File: src/rtl/lsu_ram_master_pkg.sv
// lsu_ram_master_pkg: shared config macros, funct3 codes and misalign helper; LSU_MISALIGN_CHECK_EN enables misaligned H/W rejection
`ifndef LSU_CFG_DEFS
`define LSU_CFG_DEFS
`define XLEN 32
`define READ_ENABLE 1'b1
`define WRITE_ENABLE 1'b1
`define ZERO_32BIT 32'h0
`define LSU_F3_B 3'b000
`define LSU_F3_H 3'b001
`define LSU_F3_W 3'b010
`define LSU_F3_BU 3'b100
`define LSU_F3_HU 3'b101
`endif
package lsu_ram_master_pkg;
  typedef logic [`XLEN-1:0] word_t;
  function automatic logic misaligned(input logic [2:0] f3, input logic [1:0] a);
    return f3[1] ? (a != 2'b00) : (f3[0] & a[0]);
  endfunction
endpackage

File: src/rtl/lsu_ram_master_if.sv
// lsu_ram_master_if: CPU request/response handshake and 32-bit RAM port of the load/store unit
interface lsu_ram_master_if #(parameter int ADDR_W = 32);
  logic req_valid, req_ready, req_we;
  logic [2:0] req_funct3;
  logic [ADDR_W-1:0] req_addr;
  logic [`XLEN-1:0] req_wdata;
  logic resp_valid, resp_err;
  logic [`XLEN-1:0] resp_rdata;
  logic ram_en, read_flag, write_flag;
  logic [ADDR_W-1:0] read_addr, write_addr;
  logic [`XLEN-1:0] read_data, write_data;
  modport master(input req_valid, req_we, req_funct3, req_addr, req_wdata, read_data,
                 output req_ready, resp_valid, resp_rdata, resp_err, ram_en, read_flag, write_flag,
                 read_addr, write_addr, write_data);
  modport slave(output req_valid, req_we, req_funct3, req_addr, req_wdata, read_data,
                input req_ready, resp_valid, resp_rdata, resp_err, ram_en, read_flag, write_flag,
                read_addr, write_addr, write_data);
endinterface

File: src/rtl/lsu_ram_master_load_ext.sv
// lsu_load_ext: sign/zero-extends a loaded RAM word according to RV32I funct3
module lsu_load_ext
  import lsu_ram_master_pkg::*;
(
  input  logic [2:0] funct3,
  input  word_t      word,
  output word_t      data
);
  always_comb
    data = funct3 == `LSU_F3_B  ? {{(`XLEN-8){word[7]}}, word[7:0]} :
           funct3 == `LSU_F3_BU ? {{(`XLEN-8){1'b0}}, word[7:0]} :
           funct3 == `LSU_F3_H  ? {{(`XLEN-16){word[15]}}, word[15:0]} :
           funct3 == `LSU_F3_HU ? {{(`XLEN-16){1'b0}}, word[15:0]} : word;
endmodule

File: src/rtl/lsu_ram_master.sv
// lsu_ram_master: one-at-a-time load/store initiator; SB/SH via read-modify-write; LSU_MISALIGN_CHECK_EN rejects misaligned H/W
module lsu_ram_master
  import lsu_ram_master_pkg::*;
#(
  parameter int ADDR_W = 32
) (
  input logic clk,
  input logic rst,
  lsu_ram_master_if.master bus
);
  typedef enum logic [2:0] {IDLE, RD, MERGE, WR, DONE} state_t;
  state_t state;
  logic [ADDR_W-1:0] addr_q;
  word_t wr_word, ext;
  logic we_q, err_q, req_err;
  logic [2:0] f3_q;
  lsu_load_ext u_ext (.funct3(f3_q), .word(bus.read_data), .data(ext));
`ifdef LSU_MISALIGN_CHECK_EN
  always_comb req_err = misaligned(bus.req_funct3, bus.req_addr[1:0]);
`else
  always_comb req_err = 1'b0;
`endif
  // wr_word holds the store data until MERGE folds the untouched upper bytes in
  always_ff @(posedge clk)
    if (rst) state <= IDLE;
    else
      case (state)
        IDLE: if (bus.req_valid) begin
          addr_q  <= bus.req_addr;
          wr_word <= bus.req_wdata;
          we_q    <= bus.req_we;
          f3_q    <= bus.req_funct3;
          err_q   <= req_err;
          state   <= req_err ? DONE : (bus.req_we && bus.req_funct3[1]) ? WR : RD;
        end
        RD: state <= we_q ? MERGE : DONE;
        MERGE: begin
          wr_word <= {bus.read_data[`XLEN-1:16], f3_q[0] ? wr_word[15:8] : bus.read_data[15:8], wr_word[7:0]};
          state   <= WR;
        end
        WR: state <= DONE;
        default: state <= IDLE;
      endcase
  always_comb begin
    bus.req_ready  = !rst && state == IDLE;
    bus.ram_en     = !rst && (state == RD || state == WR);
    bus.read_flag  = (!rst && state == RD) ? `READ_ENABLE : ~`READ_ENABLE;
    bus.write_flag = (!rst && state == WR) ? `WRITE_ENABLE : ~`WRITE_ENABLE;
    bus.read_addr  = addr_q;
    bus.write_addr = addr_q;
    bus.write_data = wr_word;
    bus.resp_valid = !rst && state == DONE;
    bus.resp_err   = bus.resp_valid && err_q;
    bus.resp_rdata = (bus.resp_valid && !we_q && !err_q) ? ext : `ZERO_32BIT;
  end
endmodule
File: src/flat_wrapper.sv
// flat-port wrapper written by rule: the top's interface ports become plain ports
module lsu_ram_master_flat import lsu_ram_master_pkg::*;
#(
  parameter int ADDR_W = 32
)
  (clk, rst, bus_req_valid, bus_req_we, bus_req_funct3, bus_req_addr, bus_req_wdata, bus_read_data, bus_req_ready, bus_resp_valid, bus_resp_rdata, bus_resp_err, bus_ram_en, bus_read_flag, bus_write_flag, bus_read_addr, bus_write_addr, bus_write_data);
  lsu_ram_master_if #(.ADDR_W(ADDR_W)) bus_i ();
  input logic clk;
  input logic rst;
  input wire logic [$bits(bus_i.req_valid)-1:0] bus_req_valid;
  input wire logic [$bits(bus_i.req_we)-1:0] bus_req_we;
  input wire logic [$bits(bus_i.req_funct3)-1:0] bus_req_funct3;
  input wire logic [$bits(bus_i.req_addr)-1:0] bus_req_addr;
  input wire logic [$bits(bus_i.req_wdata)-1:0] bus_req_wdata;
  input wire logic [$bits(bus_i.read_data)-1:0] bus_read_data;
  output wire logic [$bits(bus_i.req_ready)-1:0] bus_req_ready;
  output wire logic [$bits(bus_i.resp_valid)-1:0] bus_resp_valid;
  output wire logic [$bits(bus_i.resp_rdata)-1:0] bus_resp_rdata;
  output wire logic [$bits(bus_i.resp_err)-1:0] bus_resp_err;
  output wire logic [$bits(bus_i.ram_en)-1:0] bus_ram_en;
  output wire logic [$bits(bus_i.read_flag)-1:0] bus_read_flag;
  output wire logic [$bits(bus_i.write_flag)-1:0] bus_write_flag;
  output wire logic [$bits(bus_i.read_addr)-1:0] bus_read_addr;
  output wire logic [$bits(bus_i.write_addr)-1:0] bus_write_addr;
  output wire logic [$bits(bus_i.write_data)-1:0] bus_write_data;
  assign bus_i.req_valid = bus_req_valid;
  assign bus_i.req_we = bus_req_we;
  assign bus_i.req_funct3 = bus_req_funct3;
  assign bus_i.req_addr = bus_req_addr;
  assign bus_i.req_wdata = bus_req_wdata;
  assign bus_i.read_data = bus_read_data;
  assign bus_req_ready = bus_i.req_ready;
  assign bus_resp_valid = bus_i.resp_valid;
  assign bus_resp_rdata = bus_i.resp_rdata;
  assign bus_resp_err = bus_i.resp_err;
  assign bus_ram_en = bus_i.ram_en;
  assign bus_read_flag = bus_i.read_flag;
  assign bus_write_flag = bus_i.write_flag;
  assign bus_read_addr = bus_i.read_addr;
  assign bus_write_addr = bus_i.write_addr;
  assign bus_write_data = bus_i.write_data;
  lsu_ram_master #(.ADDR_W(ADDR_W)) u_core (.clk(clk), .rst(rst), .bus(bus_i));
endmodule
File: config.mk
export PLATFORM = sky130hd
export DESIGN_NAME = lsu_ram_master_flat
export DESIGN_NICKNAME = d
export VERILOG_FILES = /design/src/rtl/lsu_ram_master_pkg.sv /design/src/rtl/lsu_ram_master_if.sv /design/src/rtl/lsu_ram_master_load_ext.sv /design/src/rtl/lsu_ram_master.sv /design/src/flat_wrapper.sv
export SDC_FILE = /design/constraint.sdc
export NUM_CORES = 1
export LEC_CHECK = 0
export BUFFER_PORTS_ARGS = -buffer_cell sky130_fd_sc_hd__buf_2
export CAP_MARGIN = 25
export CORE_UTILIZATION = 37
export CTS_CLUSTER_DIAMETER = 150
export DETAILED_ROUTE_END_ITERATION = 10
export HOLD_SLACK_MARGIN = 0.03
export MAX_ROUTING_LAYER = met4
export PLACE_DENSITY = 0.86
export SLEW_MARGIN = 20
export SYNTH_ARGS = -nofsm -noshare
export SYNTH_HDL_FRONTEND = slang
export SYNTH_SLANG_ARGS = --single-unit
File: constraint.sdc
create_clock -name clk -period 3.3 [get_ports clk]
set_input_delay 0.66 -clock clk [delete_from_list [all_inputs] [get_ports clk]]
set_output_delay 0.66 -clock clk [all_outputs]
set_load 0.01 [all_outputs]
==> impl_metrics.toml <==
[floorplan]
die_width_um = 95.1
rows = 33
design.core.area_sq_mm = 0.00830
ios = 237
initial_utilization_pct = 38.6
fp.dieH_um = 95.1
dieArea_sq_mm = 0.00904

[worst_setup_path]
critPathMaxStageDelay_ns = 0.43
cp_cell_sequence = "nor3_2 > nand3_2 > a211oi_1 > buf_2"
critPathKind = "flop to output pin"
cp.required_ns = 2.64
critPathMaxFanout = 24
endpoint_kind = "output pin"
cp_slowest_cell = "dfxtp_1"
cp-start-kind = "flop"
cp.arrival_ns = 1.99

[route]
top_layer = "met4"
firstDrtPassIters = 4
drc = 0
dr_wl_met2_mm = 4.26
routed_wl_mm = 8.12
vias = 2551
drtAntennaViolNets = 0
vias_per_cell = 4.63
wire_per_inst_um = 14.7
wl_met3_um = 631
wl_met1_mm = 3.14
drt_iter0_markers = 93

[power_and_ir_drop]
leakagePower_nw = 2.04
power.density_mw_per_mm2 = 446
power_w = 0.00196
peakVddDrop_uv = 169

[timing]
setup_viol = 0
finalMaxSlewViolations = 0
fin_crit_sh_pct = 80.4
fin_skew_ns = 0.00695
relSlewSlack_pct = 42.0
rsz0062_at_grt = "no"
period_minus_slack_ns = 2.65
max_freq_mhz = 377
tns_ns = 0
worst_slew_pin_slew_ns = 0.870
finalHoldViolCount = 0

[clock_network]
htreeDepth = 3
cts_setup_buffers = 0
cts_buffer_depth = 2
cts_tree = "yes"
clkTransAtPathRegs_ns = 0.08
numCtsBuffers = 9
root_buffer = "clkbuf_8"
hold_buffers = 0
cts_sinks = 71
cts_resized = 0
clk_latency_ns = 0.34

[layout]
regArea_sq_mm = 0.00210
multi_input_area_sq_um = 782
syn_to_final_growth_pct = 37.1
layout_commonest_cell = "buf_2"
nets = 544
final_cell_mix = "235 x buf_2, 68 x edfxtp_1, 27 x nand2_1"
final_cell_count_no_fill = 551
fin_area_sq_mm = 0.00439
final_util_pct = 52.9
antenna_cells = 0
fillers = 765
drive_gt1_share_pct = 59.2

[global_routing]
grt_pass1_vias = 2343
antenna_found_initial = 0
grt_max_degree = 37
grt_pass1_wl_mm = 11.6
grtUsageTotal_pct = 18.0
grt-ovfl-total = 0

[yosys]
ys_types = 28
syn_area_sq_mm = 0.00320
ys_ff_latch = 71
avgSynthCellArea_sq_um = 13.6
yosysSeqAreaShare_pct = 65.6
syn-instance-count = 236
synth_nets = 339
yosysWarnings = 0

[placed_design]
place.gp.congestion = 0.752
dpl.cell_count = 535
dp_hpwl_mm = 6.30
dpl_cell_area_sq_mm = 0.00423
io_buffers = 235

[run]
cap_violations = 0

[hold_path]
min_path_type = "flop to flop"

[run_status]
status = "completed"
-- metrics by stage --
step	hold WS (ns)	worst slack [ns]
final	0.468	0.647
after global routing	0.463	0.399
after CTS	0.470	0.620
after detailed placement	0.456	0.690
after global placement	0.443	0.749
after floorplan	0.431	0.468
-- cells in the mapped netlist --
cell type  count  area, sq um
buf_2          4         20.0
inv_2          1         3.75
mux2_1        20          225
clkbuf_1       2         7.51
and3_1         2         12.5
nand3_2        1         10.0
nor4_1         3         18.8
o21ai_0        2         10.0
conb_1         1         3.75
inv_1          3         11.3
a211oi_1       2         15.0
or2_2          1         6.26
nand2_1       27          101
a21boi_0       1         7.51
nor2_1         5         18.8
nor3_2         1         10.0
buf_4         34          255
clkbuf_2       1         5.00
edfxtp_1      68         2040
a21oi_1       23          115
and2_1        11         68.8
a311o_1        1         10.0
nor3_1         2         10.0
dfxtp_1        3         60.1
nor2b_1        8         50.1
nor3_4         1         16.3
buf_6          3         33.8
mux2_2         5         56.3
-- cell families after synthesis --
kind of cell / count (synthesis) / synth area share (%)
DFF: 71 / 65.6
AOI/OAI and AO/OA: 29 / 4.92
other: 1 / 0.117
muxes: 25 / 8.79
buffers and inverters: 48 / 10.5
and+or+nand+nor: 62 / 10.1
-- final cells by class --
type | instances | area share (%)
inverter | 4 | 0.342
multi-input combinational | 117 | 17.8
tap | 105 | 2.99
clock buffer | 9 | 2.82
sequential | 71 | 47.8
timing repair buffer | 238 | 27.3
clock inverter | 7 | 0.911
-- sequential cells by signal (all words and copies together) (netlist names) --
register and cells:
u_core.we_q 1, u_core.state 3, u_core.bus.write_data 32, u_core.bus.read_addr 32, u_core.f3_q 3
-- layer usage --
metal / global-route usage (%) / vias to the layer above
li1: - / 1216
met1: 20.2 / 1198
met2: 31.2 / 131
met3: 4.94 / 6
met4: 5.30 / 0
met5: - / -
-- worst paths after layout --
check                                     start                  endpoint  slack, ns  cells past startpoint
worst min register to register      u_core.we_q           u_core.state[2]       0.47                      1
worst max-delay path            u_core.state[0]        bus_resp_rdata[16]       0.65                      4
worst min-delay path                u_core.we_q           u_core.state[2]       0.47                      1
worst max register to register  u_core.state[2]  u_core.bus.read_addr[26]       1.25                      2
-- power by group --
part	switching [W]	internal [W]	leakage, nW
clock network	0.000322	0.000264	0.0761
registers	0.0000277	0.00106	0.655
logic	0.000155	0.000133	1.31
-- critical path: cells and delay by family (launching register included) --
family,cells,cell delay [ns]
AOI/OAI and AO/OA,1,0.36
buffers and inverters,1,0.17
DFF,1,0.43
and+or+nand+nor,2,0.68
(Power assumes the default switching activity.)
